==> src/rtl/uart_rx.sv <==
// uart_rx: oversampling asynchronous serial receiver.
// Recovers 5-8 data bits (LSB first), an optional even/odd parity bit and
// one stop bit from i_rx_serial using an OVERSAMPLE x baud strobe, then
// offers the word on a valid/ready handshake.
//
// Ports
//   clk, rst         system clock, asynchronous active-high reset
//   rx_tick          one-clk strobe at OVERSAMPLE x baud
//   i_num_bit_data   data bits per frame: 00=5, 01=6, 10=7, 11=8
//   i_parity_en      parity bit present
//   i_parity_type    0 = even, 1 = odd
//   i_rx_serial      asynchronous serial line, idle high
//   i_rx_ready       consumer accepts the word
//   o_rx_data        received word, zero-extended above the configured width
//   o_rx_valid       word and error flags valid
//   o_parity_err     parity mismatch (qualified by o_rx_valid)
//   o_frame_err      stop bit sampled low (qualified by o_rx_valid)
//   o_overrun        one-clk pulse when a completed frame is dropped
//   o_rts_n          0 = peer may send, 1 = hold
module uart_rx #(
  parameter int OVERSAMPLE = 16
) (
  input  logic       clk,
  input  logic       rst,
  input  logic       rx_tick,
  input  logic [1:0] i_num_bit_data,
  input  logic       i_parity_en,
  input  logic       i_parity_type,
  input  logic       i_rx_serial,
  input  logic       i_rx_ready,
  output logic [7:0] o_rx_data,
  output logic       o_rx_valid,
  output logic       o_parity_err,
  output logic       o_frame_err,
  output logic       o_overrun,
  output logic       o_rts_n
);

  localparam int CNT_W = $clog2(OVERSAMPLE);
  localparam logic [CNT_W-1:0] HALF_M1 = CNT_W'(OVERSAMPLE / 2 - 1);
  localparam logic [CNT_W-1:0] FULL_M1 = CNT_W'(OVERSAMPLE - 1);

  localparam logic [2:0] S_IDLE   = 3'd0;
  localparam logic [2:0] S_START  = 3'd1;
  localparam logic [2:0] S_DATA   = 3'd2;
  localparam logic [2:0] S_PARITY = 3'd3;
  localparam logic [2:0] S_STOP   = 3'd4;

  logic             rx_sync_p0, rx_sync_p1, rx_prev_p2;
  logic [2:0]       state;
  logic [CNT_W-1:0] tick_cnt;
  logic [2:0]       bit_idx;
  logic [2:0]       last_idx;
  logic             par_en_q, par_odd_q;
  logic [7:0]       shift_q;
  logic             par_err_q;

  logic rx_bit, start_edge, mid_bit, stop_done, slot_free;

  // Stage p0/p1: two-flop synchronizer; p2: previous value for edge detect
  always_ff @(posedge clk or posedge rst) begin
    if (rst) begin
      rx_sync_p0 <= 1'b1;
      rx_sync_p1 <= 1'b1;
      rx_prev_p2 <= 1'b1;
    end else begin
      rx_sync_p0 <= i_rx_serial;
      rx_sync_p1 <= rx_sync_p0;
      rx_prev_p2 <= rx_sync_p1;
    end
  end

  assign rx_bit     = rx_sync_p1;
  assign start_edge = rx_prev_p2 & ~rx_sync_p1;
  // START samples half a bit in; every later state samples one full bit on.
  assign mid_bit    = rx_tick && (tick_cnt == ((state == S_START) ? HALF_M1 : FULL_M1));
  assign stop_done  = mid_bit && (state == S_STOP);
  assign slot_free  = !o_rx_valid || i_rx_ready;

  // Frame sequencing: state, tick counter, bit index, latched configuration
  always_ff @(posedge clk or posedge rst) begin
    if (rst) begin
      state     <= S_IDLE;
      tick_cnt  <= '0;
      bit_idx   <= '0;
      last_idx  <= '0;
      par_en_q  <= 1'b0;
      par_odd_q <= 1'b0;
    end else begin
      if (state != S_IDLE && rx_tick)
        tick_cnt <= mid_bit ? '0 : tick_cnt + 1'b1;
      case (state)
        S_IDLE: begin
          if (start_edge) begin
            tick_cnt  <= '0;
            bit_idx   <= '0;
            last_idx  <= 3'd4 + {1'b0, i_num_bit_data};
            par_en_q  <= i_parity_en;
            par_odd_q <= i_parity_type;
            state     <= S_START;
          end
        end
        S_START: begin
          if (mid_bit)
            state <= rx_bit ? S_IDLE : S_DATA;
        end
        S_DATA: begin
          if (mid_bit) begin
            bit_idx <= bit_idx + 3'd1;
            if (bit_idx == last_idx)
              state <= par_en_q ? S_PARITY : S_STOP;
          end
        end
        S_PARITY: begin
          if (mid_bit)
            state <= S_STOP;
        end
        S_STOP: begin
          if (mid_bit)
            state <= S_IDLE;
        end
        default: state <= S_IDLE;
      endcase
    end
  end

  // Data capture: bits land at their index so unused upper bits stay zero
  always_ff @(posedge clk) begin
    if (state == S_IDLE && start_edge) begin
      shift_q   <= '0;
      par_err_q <= 1'b0;
    end else if (mid_bit && state == S_DATA) begin
      shift_q[bit_idx] <= rx_bit;
    end else if (mid_bit && state == S_PARITY) begin
      par_err_q <= rx_bit ^ (^shift_q) ^ par_odd_q;
    end
  end

  // Output slot: load on stop sample when free, otherwise flag an overrun
  always_ff @(posedge clk or posedge rst) begin
    if (rst) begin
      o_rx_data    <= '0;
      o_rx_valid   <= 1'b0;
      o_parity_err <= 1'b0;
      o_frame_err  <= 1'b0;
      o_overrun    <= 1'b0;
      o_rts_n      <= 1'b1;
    end else begin
      o_overrun <= 1'b0;
      if (stop_done && slot_free) begin
        o_rx_data    <= shift_q;
        o_parity_err <= par_err_q;
        o_frame_err  <= ~rx_bit;
        o_rx_valid   <= 1'b1;
      end else begin
        if (o_rx_valid && i_rx_ready)
          o_rx_valid <= 1'b0;
        if (stop_done)
          o_overrun <= 1'b1;
      end
      o_rts_n <= o_rx_valid;
    end
  end

endmodule

==> config.mk <==
export PLATFORM = sky130hd
export DESIGN_NAME = uart_rx
export DESIGN_NICKNAME = d
export VERILOG_FILES = /design/src/rtl/uart_rx.sv
export SDC_FILE = /design/constraint.sdc
export NUM_CORES = 1
export LEC_CHECK = 0
export ABC_CLOCK_PERIOD_IN_PS = 4600
export BUFFER_PORTS_ARGS = -buffer_cell sky130_fd_sc_hd__buf_2
export CORE_MARGIN = 10
export CORE_UTILIZATION = 35
export CTS_CLUSTER_DIAMETER = 60
export DETAILED_ROUTE_END_ITERATION = 10
export MAX_ROUTING_LAYER = met4
export PLACE_DENSITY_LB_ADDON = 0.12
export SLEW_MARGIN = 5
export SYNTH_ARGS = -nofsm -noshare
export SYNTH_HDL_FRONTEND = slang
export SYNTH_SLANG_ARGS = --single-unit
==> constraint.sdc <==
create_clock -name clk -period 4.6 [get_ports clk]
set_input_delay 0.23 -clock clk [delete_from_list [all_inputs] [get_ports clk]]
set_output_delay 0.23 -clock clk [all_outputs]
set_load 0.005 [all_outputs]
; ---- After elaboration in Yosys (flattened, before gate mapping)
; Index checks and enable logic that the tools add are counted.
[totals]
inputBits = 9
out_inout_bits = 13
elab_cells = 83
reg_bits = 40
[classes]
addsub = 3
eq_ne = 12
n_bitwise = 5
n_lt_le_gt_ge = 2
n_reduce_logical = 20
muxes = 24
[ops]
columns = cell, n
row1 = 3-bit two-way mux, 9
row2 = 4-bit two-way mux, 5
row3 = 3-bit one-hot mux with 5 select lines, 1
row4 = "2-bit inequality test, second input constant", 6
row5 = 1-bit logical AND, 9
row6 = 8-bit bitwise mux, 1
row7 = 8-bit XOR reduction, 1
row8 = "3-bit by 2-bit == test with 1-bit output, second input constant", 2
row9 = 3-bit one-hot mux with 2 select lines, 1
row10 = 6-bit AND reduction, 1
row11 = 1-bit two-way mux, 5
row12 = "4-bit by 1-bit adder with 4-bit output, second input constant", 1
row13 = 4-bit == test, 1
row14 = "3-bit by 4-bit < comparator with 1-bit output, second input constant", 1
row15 = 2-bit AND reduction, 2
row16 = 2-bit nonzero test, 2
row17 = "3-bit by 1-bit adder with 3-bit output, second input constant", 1
row18 = "3-bit by 2-bit adder with 3-bit output, first input constant", 1
row19 = 1-bit demux with 3-bit select, 1
row20 = "3-bit by 1-bit == test with 1-bit output, second input constant", 1
row21 = 3-bit == test, 1
row22 = "3-bit == test, second input constant", 1
row23 = "3-bit by 1-bit >= comparator with 1-bit output, second input constant", 1
row24 = 3-bit zero test, 1
row25 = other kinds (8), 10

; ---- Logic depth before layout (Yosys ltp)
; Gate-level depths: netlist (run 1).
[depth]
ltp_word = 8
depth_mapped = 7
ltp_nobuf = 6

; ---- Worst setup path after synthesis (run 1)
; OpenSTA, ideal clock, no wires.
[synth_path]
path_kind = register to register
startpoint = reg tick_cnt[0]
endpoint = reg o_parity_err
arrival_ps = 1849
path_buffers = 1
synth_period_minus_slack_ps = 1974
path_stages_with_launch = 7
setup_slack_ps = 2626
path_cell_list = dfrtp_1 ha_1 nand4_4 or4b_4 nand2b_4 buf_6 mux2_4
[synth_via]
elab_chain_cells = 4
[synth_rtl]
columns = item, line_no
row1 = from (decl), 51  ; logic [CNT_W-1:0] tick_cnt;
row2 = from (signal assigned), 91  ; tick_cnt <= mid_bit ? '0 : tick_cnt + 1'b1;
row3 = 4-bit == test, 76  ; assign mid_bit = rx_tick && (tick_cnt == ((state == S_START) ? HALF_M1 : FULL_M1));
row4 = 1-bit logical AND, 76
row5 = 1-bit logical AND, 77  ; assign stop_done = mid_bit && (state == S_STOP);
row6 = 1-bit logical AND, 150  ; if (stop_done && slot_free) begin
row7 = to (signal assigned), 152  ; o_parity_err <= par_err_q;
row8 = to (decl), 33  ; output logic o_parity_err,
; No other way between the ends.
; A chain may end at the register's enable or synchronous reset.

; ---- Final worst setup path (run 1)
[layout_path]
startpoint = reg tick_cnt[0]
endpoint = reg o_rx_data[4]
[layout_via]
elab_chain_cells = 4
[layout_rtl]
columns = item, line_no
row1 = 4-bit == test, 76
row2 = 1-bit logical AND, 76
row3 = 1-bit logical AND, 77
row4 = 1-bit logical AND, 150
row5 = to (signal assigned), 151  ; o_rx_data <= shift_q;
row6 = to (decl), 31  ; output logic [7:0] o_rx_data,
; No other way between the ends.

==> flow_metrics.py, run 1 <==
metrics = {
    "clock_tree": {
        "cts_sinks": 40,
        "cts_hold_buffers": 1,
        "post_cts_resized": 0,
        "cts.clk_slew.worst_paths_ns": 0.08,
        "numCtsBuffers": 5,
        "clockBufferDepth": 2,
        "cts_root_buffer": "clkbuf_8",
        "cts_tree": "built",
        "postCtsSetupBuffers": 0,
        "htree_num_levels": 2,
        "clk_latency_ns": 0.29,
    },
    "critical_path": {
        "crit_cells": 5,
        "path_delay_family": "simple AND/OR/NAND/NOR gates",
        "timing.rr.start": "tick_cnt[0]$_DFF_PP0_",
        "start_kind": "flop",
        "cp_cell_sequence": "ha_1 > nand4_4 > or4b_4 > nand2b_4 > mux2_4",
        "endpoint_kind": "flop",
        "reg2reg_to": "o_rx_data[4]$_DFFE_PP0P_",
        "critPathRequiredTime_ns": 4.78,
        "worst_r2r_path_depth": 5,
        "cp.arrival_ns": 2.22,
        "worst-setup-path-type": "reg2reg",
        "cp_max_fo": 11,
        "path_buf_inv": 0,
        "slowest_stage": "or4b_4",
        "r2r_slack_ns": 2.56,
        "max_stage_delay_ns": 0.56,
    },
    "synth": {
        "synth_seq_area_share_pct": 51.7,
        "synth.top_cell.area_share_pct": 36.4,
        "ys_top_cells_by_area": "dfrtp_1 (36%), dfxtp_1 (9.7%), mux2_4 (6.5%)",
        "synth_top_area_cell": "dfrtp_1",
        "yosys_register_bits": 40,
        "yosys_warnings": 0,
        "avgSynthCellArea_um2": 10.7,
        "synth_area_um2": 1860,
        "synth_nets": 185,
        "synth_cells": 174,
        "synth_cell_types": 35,
    },
    "detailed_routing": {
        "firstDrtPassIters": 4,
        "ant_nets": 0,
        "avgRoutedWirePerCell_um": 14.1,
        "drcViolationCount": 0,
        "drt-initial-drc-count": 132,
        "vias": 1319,
        "routed_via_density": 4.94,
        "drt_wl_total_um": 3760,
    },
    "sta": {
        "holdWs_ns": 0.0277,
        "clock.fmax_ghz": 0.491,
        "rsz0062_at_grt": "no",
        "period_needed_ns": 2.04,
        "fin_ws_ns": 2.56,
        "fin_skew_ns": 0.00657,
        "drv_slew": 0,
        "setup_viol": 0,
        "fin_crit_sh_pct": 44.3,
        "setup_tns_ns": 0,
        "worst_pin_slew_ns": 0.702,
        "relSlewSlack_pct": 53.0,
        "hold_viol": 0,
    },
    "final_layout": {
        "final_layout_size_suffix_gt1_share_pct": 23.9,
        "multiInputGateArea_um2": 847,
        "nFillCells": 523,
        "layout_common_cells": "dfrtp_1 (27), nand2_1 (25), buf_2 (21), nor2_1 (13), xnor2_1 (12)",
        "final_nets": 207,
        "regArea_um2": 961,
        "final_common_cell": "dfrtp_1",
        "finalNonFillerCells": 267,
        "area_delta_synth_final_pct": 15.0,
        "n_antenna_cell": 0,
    },
    "placement": {
        "dp.final_hpwl_um": 2810,
        "placed_cells": 258,
        "place_ws_ns": 2.56,
        "place.gp.congestion": 0.834,
        "io_buffers": 21,
    },
    "floorplanning": {
        "start_util_pct": 36.1,
        "num_io_pins": 22,
        "die_w_um": 92.9,
        "rows": 26,
        "die_y_um": 92.9,
        "placeableCoreArea_um2": 5140,
        "die_area_um2": 8620,
    },
    "worst_hold_path": {
        "worstHoldEndpoint": "rx_sync_p0$_DFF_PP1_",
        "hold_class": "in2reg",
        "hold_start": "i_rx_serial",
        "holdPathStages": 1,
    },
    "flow_run": {
        "maxCapViolCount": 0,
    },
    "global_route": {
        "grt_pass1_wl_um": 6510,
        "grt.busiest_layer": "met2",
        "grt_pass1_vias": 1358,
        "grt_max_degree": 21,
        "antenna_found_initial": 0,
        "grtUsageMet3_pct": 3.87,
        "grt_use_met2_pct": 14.3,
        "track_usage_pct": 9.52,
        "use_met1_pct": 11.3,
        "overflow": 0,
    },
    "power": {
        "swShare_pct": 30.9,
        "ir_drop_mv": 0.173,
        "comb_power_share_pct": 20.5,
        "clkPwrFrac_pct": 30.9,
        "seq_power_share_pct": 48.6,
        "cellLeakagePower_nw": 0.980,
        "power_mw": 0.910,
        "p_per_area_nw_per_um2": 426,
        "p_int_mw": 0.629,
        "p_switching_mw": 0.281,
    },
    "status": {
        "outcome": "finished, final reports clean",
    },
}
[cell type report]
class,instances,area share [%]
flip-flops and latches,40,45.0
clock inverters,2,1.64
clock buffers,6,3.40
well taps,70,4.10
multi-input cells,123,39.6
repair buffers,23,5.74
inverters,3,0.527
[how the worst max path moves through the flow]
stage | from | end | slack, ns
4_1_cts | tick_cnt[0]$_DFF_PP0_ | o_rx_data[4]$_DFFE_PP0P_ | 2.56
3_3_place_gp | tick_cnt[0]$_DFF_PP0_ | o_rx_data[3]$_DFFE_PP0P_ | 2.61
6_report | tick_cnt[0]$_DFF_PP0_ | o_rx_data[4]$_DFFE_PP0P_ | 2.56
3_5_place_dp | tick_cnt[0]$_DFF_PP0_ | o_rx_data[4]$_DFFE_PP0P_ | 2.56
2_1_floorplan | tick_cnt[0]$_DFF_PP0_ | o_parity_err$_DFFE_PP0P_ | 2.63
5_1_grt | tick_cnt[0]$_DFF_PP0_ | shift_q[1]$_SDFFE_PP0P_ | 2.36
[power groups by stage]
stage	Clock, mW	Combinational, mW	Sequential (mW)
2_1_floorplan	0	0.172	0.421
3_3_place_gp	0	0.182	0.447
3_5_place_dp	0	0.188	0.450
4_1_cts	0.289	0.190	0.443
5_1_grt	0.304	0.214	0.451
6_report	0.281	0.186	0.442
[metal layers]
| metal | wire, µm | share of wire (%) |
|---|---|---|
| met3 | 253 | 6.7 |
| met5 | 0 | 0 |
| met2 | 1700 | 45 |
| met1 | 1750 | 46 |
| met4 | 59 | 1.6 |
[Yosys cell counts, drive strengths merged]
| cell | count |
|---|---|
| mux2i | 3 |
| o41ai | 2 |
| a311oi | 1 |
| nand4 | 1 |
| or4b | 1 |
| nor2 | 13 |
| buf | 2 |
| o31ai | 5 |
| nor3b | 1 |
| nand2b | 9 |
| ha | 2 |
| o311ai | 1 |
| dfrtp | 27 |
| or3 | 2 |
| or2 | 1 |
| mux2 | 9 |
| inv | 3 |
| dfstp | 4 |
| a32o | 1 |
| a41oi | 1 |
| clkbuf | 6 |
| a21oi | 4 |
| nor3 | 1 |
| o21ai | 11 |
| o211ai | 5 |
| dfxtp | 9 |
| nor2b | 1 |
| xnor2 | 12 |
| xor2 | 3 |
| nand2 | 25 |
| nor4 | 1 |
| nand3 | 7 |
[registers in the layout, summed over array words and instances (netlist names), 3 cells and up]
signal and count:
bit_idx 3, o_rx_data 8, last_idx 3, state 3, shift_q 8, tick_cnt 4
[cells by family (layout without fill, tap and decap cells)]
group                      count (synthesis)  in the layout  synth area share, %
muxes                                     12             12                 8.69
buffers and inverters                     11             34                 2.69
xor gates and xnor gates                  15             15                 7.07
and+or+nand+nor                           63             63                 17.5
AOI/OAI and AO/OA                         31             31                 11.0
DFF                                       40             40                 51.7
adders and majority gates                  2              2                 1.35
[metrics by stage]
stage                     util (%)  area (µm²)
final                         41.6        2140
after floorplan                  -        1860
after detailed placement      39.3        2020
after global routing          41.6        2140
after global placement        39.3        2020
after CTS                     41.6        2140
Note: power is estimated with default switching activity, not from simulation.
==> run 2, diff against run 1 <==
--- a/config.mk
+++ b/config.mk
@@ -5,7 +5,7 @@
 export SDC_FILE = /design/constraint.sdc
 export NUM_CORES = 1
 export LEC_CHECK = 0
-export ABC_CLOCK_PERIOD_IN_PS = 4600
+export ABC_CLOCK_PERIOD_IN_PS = 1700
 export BUFFER_PORTS_ARGS = -buffer_cell sky130_fd_sc_hd__buf_2
 export CORE_MARGIN = 10
 export CORE_UTILIZATION = 35
==> constraint.sdc (replaced) <==
create_clock -name clk -period 1.7 [get_ports clk]
set_input_delay 0.085 -clock clk [delete_from_list [all_inputs] [get_ports clk]]
set_output_delay 0.085 -clock clk [all_outputs]
set_load 0.005 [all_outputs]
==> flow_metrics.py, run 2 (synthesis results as in run 1) <==
metrics = {
    "status": {
        "outcome": "finished, violations left",
        "violations": "setup timing",
    },
    "power": {
        "cellLeakagePower_nw": 1.17,
        "p_per_area_nw_per_um2": 1160,
        "ir_drop_mv": 0.739,
    },
    "floorplanning": {
        "rows": 26,
        "placeableCoreArea_um2": 5140,
        "num_io_pins": 22,
        "die_y_um": 92.9,
        "die_w_um": 92.9,
        "die_area_um2": 8620,
        "start_util_pct": 36.1,
    },
    "sta": {
        "hold_viol": 0,
        "relSlewSlack_pct": 73.6,
        "period_needed_ns": 1.80,
        "fin_skew_ns": 0.0115,
        "setup_tns_ns": -0.687,
        "drv_slew": 0,
        "rsz0062_at_grt": "yes",
        "fin_ws_ns": -0.101,
        "clock.fmax_ghz": 0.555,
        "holdWs_ns": 0.0953,
        "worst_pin_slew_ns": 0.397,
        "fin_crit_sh_pct": 106,
        "setup_viol": 9,
    },
    "critical_path": {
        "worst_r2r_path_depth": 5,
        "max_stage_delay_ns": 0.52,
        "cp_max_fo": 6,
        "r2r_slack_ns": -0.10,
        "slowest_stage": "or4b_4",
        "timing.rr.start": "tick_cnt[0]$_DFF_PP0_",
        "reg2reg_to": "o_rx_data[4]$_DFFE_PP0P_",
        "startpoint": "tick_cnt[0]$_DFF_PP0_",
        "cp_cell_sequence": "ha_4 > nand4_4 > or4b_4 > nand2b_4 > mux2_4",
        "endpoint_kind": "flop",
        "crit_end": "o_rx_data[4]$_DFFE_PP0P_",
        "critPathRequiredTime_ns": 1.89,
        "start_kind": "flop",
        "cp.arrival_ns": 1.99,
        "worst-setup-path-type": "reg2reg",
    },
    "placement": {
        "dp.final_hpwl_um": 2950,
        "place.gp.congestion": 0.797,
        "io_buffers": 21,
    },
    "global_route": {
        "grt_pass1_vias": 1403,
        "grt_pass1_wl_um": 6710,
        "grt_max_degree": 32,
        "use_met1_pct": 11.7,
        "grtUsageMet3_pct": 3.79,
        "overflow": 0,
        "grt_use_met2_pct": 15.4,
        "track_usage_pct": 10.0,
        "grt.busiest_layer": "met2",
        "antenna_found_initial": 0,
    },
    "detailed_routing": {
        "drcViolationCount": 0,
        "drt-initial-drc-count": 113,
        "ant_nets": 0,
        "firstDrtPassIters": 4,
        "drt_wl_total_um": 3990,
        "vias": 1403,
        "avgRoutedWirePerCell_um": 13.4,
        "routed_via_density": 4.72,
    },
    "clock_tree": {
        "cts_root_buffer": "clkbuf_8",
        "clk_latency_ns": 0.30,
        "cts_tree": "built",
        "numCtsBuffers": 5,
        "clockBufferDepth": 2,
        "htree_num_levels": 2,
        "cts.clk_slew.worst_paths_ns": 0.08,
        "cts_sinks": 40,
    },
    "final_layout": {
        "layout_common_cells": "dfrtp_1 (27), nand2_1 (23), buf_4 (23), buf_2 (21), nor2_1 (13)",
        "final_layout_size_suffix_gt1_share_pct": 33.9,
        "nFillCells": 496,
        "reg_top3": "o_rx_data x8, shift_q x8, tick_cnt x4",
        "area_delta_synth_final_pct": 32.1,
        "final_nets": 237,
        "n_antenna_cell": 0,
        "final_common_cell": "dfrtp_1",
    },
    "flow_run": {
        "maxCapViolCount": 0,
    },
    "worst_hold_path": {
        "hold_class": "in2reg",
    },
}
run 2: cell type report:
type                       instances  area [µm²]  area share [%]
timing repair buffer              52         360            14.7
clock buffer                       6        72.6            2.96
inverter                           3        11.3           0.459
multi-input combinational        124         902            36.7
clock inverter                     2        60.1            2.45
sequential                        40         961            39.1
tap                               70        87.6            3.57
run 2: metrics by stage:
stage          area [µm²]  total power [mW]  util (%)  std cells  setup WS (ns)
2_1_floorplan        1900              1.65         -        174         -0.161
3_3_place_gp         2210              1.90      42.9        281        -0.0765
3_5_place_dp         2210              1.92      42.9        281         -0.138
4_1_cts              2420              2.87      47.1        297         -0.109
5_1_grt              2450              3.06      47.8        297         -0.149
6_report             2450              2.86      47.8        297         -0.101
run 2: worst min-delay path by stage:
stage                     start               endpoint  slack [ns]  cells past startpoint
finish                  rx_tick  tick_cnt[1]$_DFF_PP0_         0.1                      3
global route            rx_tick  tick_cnt[1]$_DFF_PP0_        0.10                      3
CTS                     rx_tick  tick_cnt[1]$_DFF_PP0_        0.09                      3
detailed placement          rst    o_overrun$_DFF_PP0_        0.18                      3
global placement            rst    o_overrun$_DFF_PP0_        0.18                      3
floorplan           i_rx_serial   rx_sync_p0$_DFF_PP1_        0.09                      0
run 2: critical path: cells and delay by family (launching register included):
family / cells / cell delay, ns
AND/OR/NAND/NOR: 3 / 0.81
flip-flops: 1 / 0.40
multiplexers: 1 / 0.32
adder cells (fa/ha/maj): 1 / 0.17
run 2: power breakdown:
group / internal, mW / switching, mW / total, mW
combinational: 0.388 / 0.401 / 0.789
clock: 0.587 / 0.339 / 0.926
sequential: 1.05 / 0.0891 / 1.14
total: 2.03 / 0.829 / 2.86
run 2: repair_timing:
action | 4_1_cts | 5_1_grt
setup endpoints to repair | 11 | 17
setup buffers | 1 | 0
gates resized for setup | 1 | 10
pin swaps | 1 | 4
hold endpoints to repair | 32 | 0
gates cloned | 1 | 0
hold buffers | 6 | 0
run 2: layer usage:
| metal | share of wire (%) | vias to the layer above |
|---|---|---|
| li1 | - | 705 |
| met4 | 0.85 | 0 |
| met3 | 6.0 | 3 |
| met5 | 0 | - |
| met1 | 46 | 667 |
| met2 | 47 | 28 |
==> run 3, diff against run 2 <==
--- a/config.mk
+++ b/config.mk
@@ -13,6 +13,7 @@
 export DETAILED_ROUTE_END_ITERATION = 10
 export MAX_ROUTING_LAYER = met4
 export PLACE_DENSITY_LB_ADDON = 0.12
+export REMOVE_ABC_BUFFERS = 1
 export SLEW_MARGIN = 5
 export SYNTH_ARGS = -nofsm -noshare
 export SYNTH_HDL_FRONTEND = slang
==> flow_metrics.py, run 3 (synthesis results as in run 1) <==
metrics = {
    "clock_tree": {
        "clk_latency_ns": 0.29,
        "cts_tree": "built",
        "cts_root_buffer": "clkbuf_8",
        "htree_num_levels": 2,
        "clockBufferDepth": 2,
        "cts.clk_slew.worst_paths_ns": 0.07,
        "cts_sinks": 40,
        "numCtsBuffers": 5,
    },
    "final_layout": {
        "final_nets": 235,
        "n_antenna_cell": 0,
        "area_delta_synth_final_pct": 29.3,
        "reg_top3": "o_rx_data x8, shift_q x8, tick_cnt x4",
        "finalNonFillerCells": 295,
        "final_area_um2": 2400,
        "final_common_cell": "dfrtp_1",
        "nFillCells": 524,
        "final_layout_size_suffix_gt1_share_pct": 34.2,
        "layout_common_cells": "dfrtp_1 (27), nand2_1 (23), buf_2 (21), buf_4 (20), nor2_1 (13)",
    },
    "critical_path": {
        "cp.arrival_ns": 1.94,
        "cp_max_fo": 5,
        "startpoint": "tick_cnt[1]$_DFF_PP0_",
        "critPathRequiredTime_ns": 1.88,
        "start_kind": "flop",
        "timing.rr.start": "tick_cnt[1]$_DFF_PP0_",
        "worst-setup-path-type": "reg2reg",
        "endpoint_kind": "flop",
    },
    "sta": {
        "fin_ws_ns": -0.0615,
        "fin_crit_sh_pct": 104,
        "drv_slew": 0,
        "clock.fmax_ghz": 0.568,
        "setup_viol": 9,
        "fin_skew_ns": 0.00349,
        "period_needed_ns": 1.76,
        "worst_pin_slew_ns": 0.395,
        "rsz0062_at_grt": "yes",
        "hold_viol": 0,
        "holdWs_ns": 0.106,
        "relSlewSlack_pct": 73.7,
    },
    "status": {
        "outcome": "finished, violations left",
        "violations": "setup timing",
    },
    "floorplanning": {
        "placeableCoreArea_um2": 5140,
        "start_util_pct": 36.1,
        "die_y_um": 92.9,
        "rows": 26,
        "die_w_um": 92.9,
        "num_io_pins": 22,
        "die_area_um2": 8620,
    },
    "placement": {
        "place.gp.congestion": 0.818,
        "dpl_cell_area_um2": 2180,
        "place_ws_ns": -0.223,
        "placed_cells": 279,
        "dp.final_hpwl_um": 2840,
        "io_buffers": 21,
    },
    "global_route": {
        "antenna_found_initial": 0,
        "grt_max_degree": 32,
        "overflow": 0,
        "grt_pass1_vias": 1459,
        "track_usage_pct": 10.2,
        "grt_pass1_wl_um": 6980,
    },
    "detailed_routing": {
        "drt_wl_total_um": 3910,
        "drt-initial-drc-count": 39,
        "vias": 1373,
        "drcViolationCount": 0,
        "firstDrtPassIters": 4,
        "avgRoutedWirePerCell_um": 13.3,
        "ant_nets": 0,
        "routed_via_density": 4.65,
    },
    "power": {
        "ir_drop_mv": 0.434,
        "cellLeakagePower_nw": 1.14,
        "p_per_area_nw_per_um2": 1060,
    },
    "worst_hold_path": {
        "hold_start": "rx_tick",
        "hold_class": "in2reg",
    },
    "flow_run": {
        "maxCapViolCount": 0,
    },
}
==> run 3: cell types whose count changed in the layout (fill, tap and decap cells not counted), moves of 2 or more <==
cell       before  now
clkinv_2        0    2
buf_4          23   20
bufinv_16       2    0
o21ai_1         2    0
==> run 3: layout make-up <==
cell class	count	area, µm²	area share, %
Clock buffer	6	82.6	3.44
Inverter	3	11.3	0.469
Tap cell	70	87.6	3.65
Timing Repair Buffer	50	349	14.5
Sequential cell	40	961	40.0
Multi-Input combinational cell	124	901	37.5
Clock inverter	2	10.0	0.417
==> run 3: routing by layer <==
metal	GRT usage (%)	wire, µm	up-vias
li1	-	-	705
met1	12.4	1930	636
met2	15.3	1750	28
met3	3.95	204	4
met4	2.83	26	0
met5	-	0	-
==> run 3: final timing paths <==
check	depth (start not counted)	endpoint	slack (ns)
min	3	tick_cnt[1]$_DFF_PP0_	0.11
max	5	o_rx_data[1]$_DFFE_PP0P_	-0.06
min reg2reg	0	rx_bit$_DFF_PP1_	0.36
min in group asynchronous	4	o_overrun$_DFF_PP0_	0.42
max in group asynchronous	4	rx_prev_p2$_DFF_PP1_	0.95
max reg2reg	5	o_rx_data[1]$_DFFE_PP0P_	-0.06
==> run 3: what timing repair did <==
action                     in CTS  in global routing
gates resized for setup         5                 10
gates cloned                    1                  0
setup buffers                   1                  0
pin swaps                       3                  3
hold buffers                    6                  0
setup endpoints to repair      17                 20
hold endpoints to repair       32                  0
==> run 3: power breakdown <==
part / total [mW] / leakage [nW] / switching, mW / internal (mW)
Clock: 0.651 / 0.0510 / 0.327 / 0.324
Combinational: 0.769 / 0.613 / 0.398 / 0.371
Sequential: 1.14 / 0.476 / 0.0844 / 1.05
==> run 3: per-stage QoR <==
stage | util [%] | TNS, ns | total power [mW]
finish | 46.7 | -0.481 | 2.56
global route | 46.7 | -1.38 | 2.76
CTS | 46.1 | -0.655 | 2.57
detailed placement | 42.4 | -2.35 | 1.87
global placement | 42.4 | -1.76 | 1.86
floorplan | - | -2.07 | 1.57
==> run 3: worst max-delay path, stage by stage, from the launching register on <==
cell	delay (ns)
dfrtp_1	0.39
ha_4	0.16
nand4_4	0.07
or4b_4	0.51
nand2b_4	0.21
mux2_4	0.31
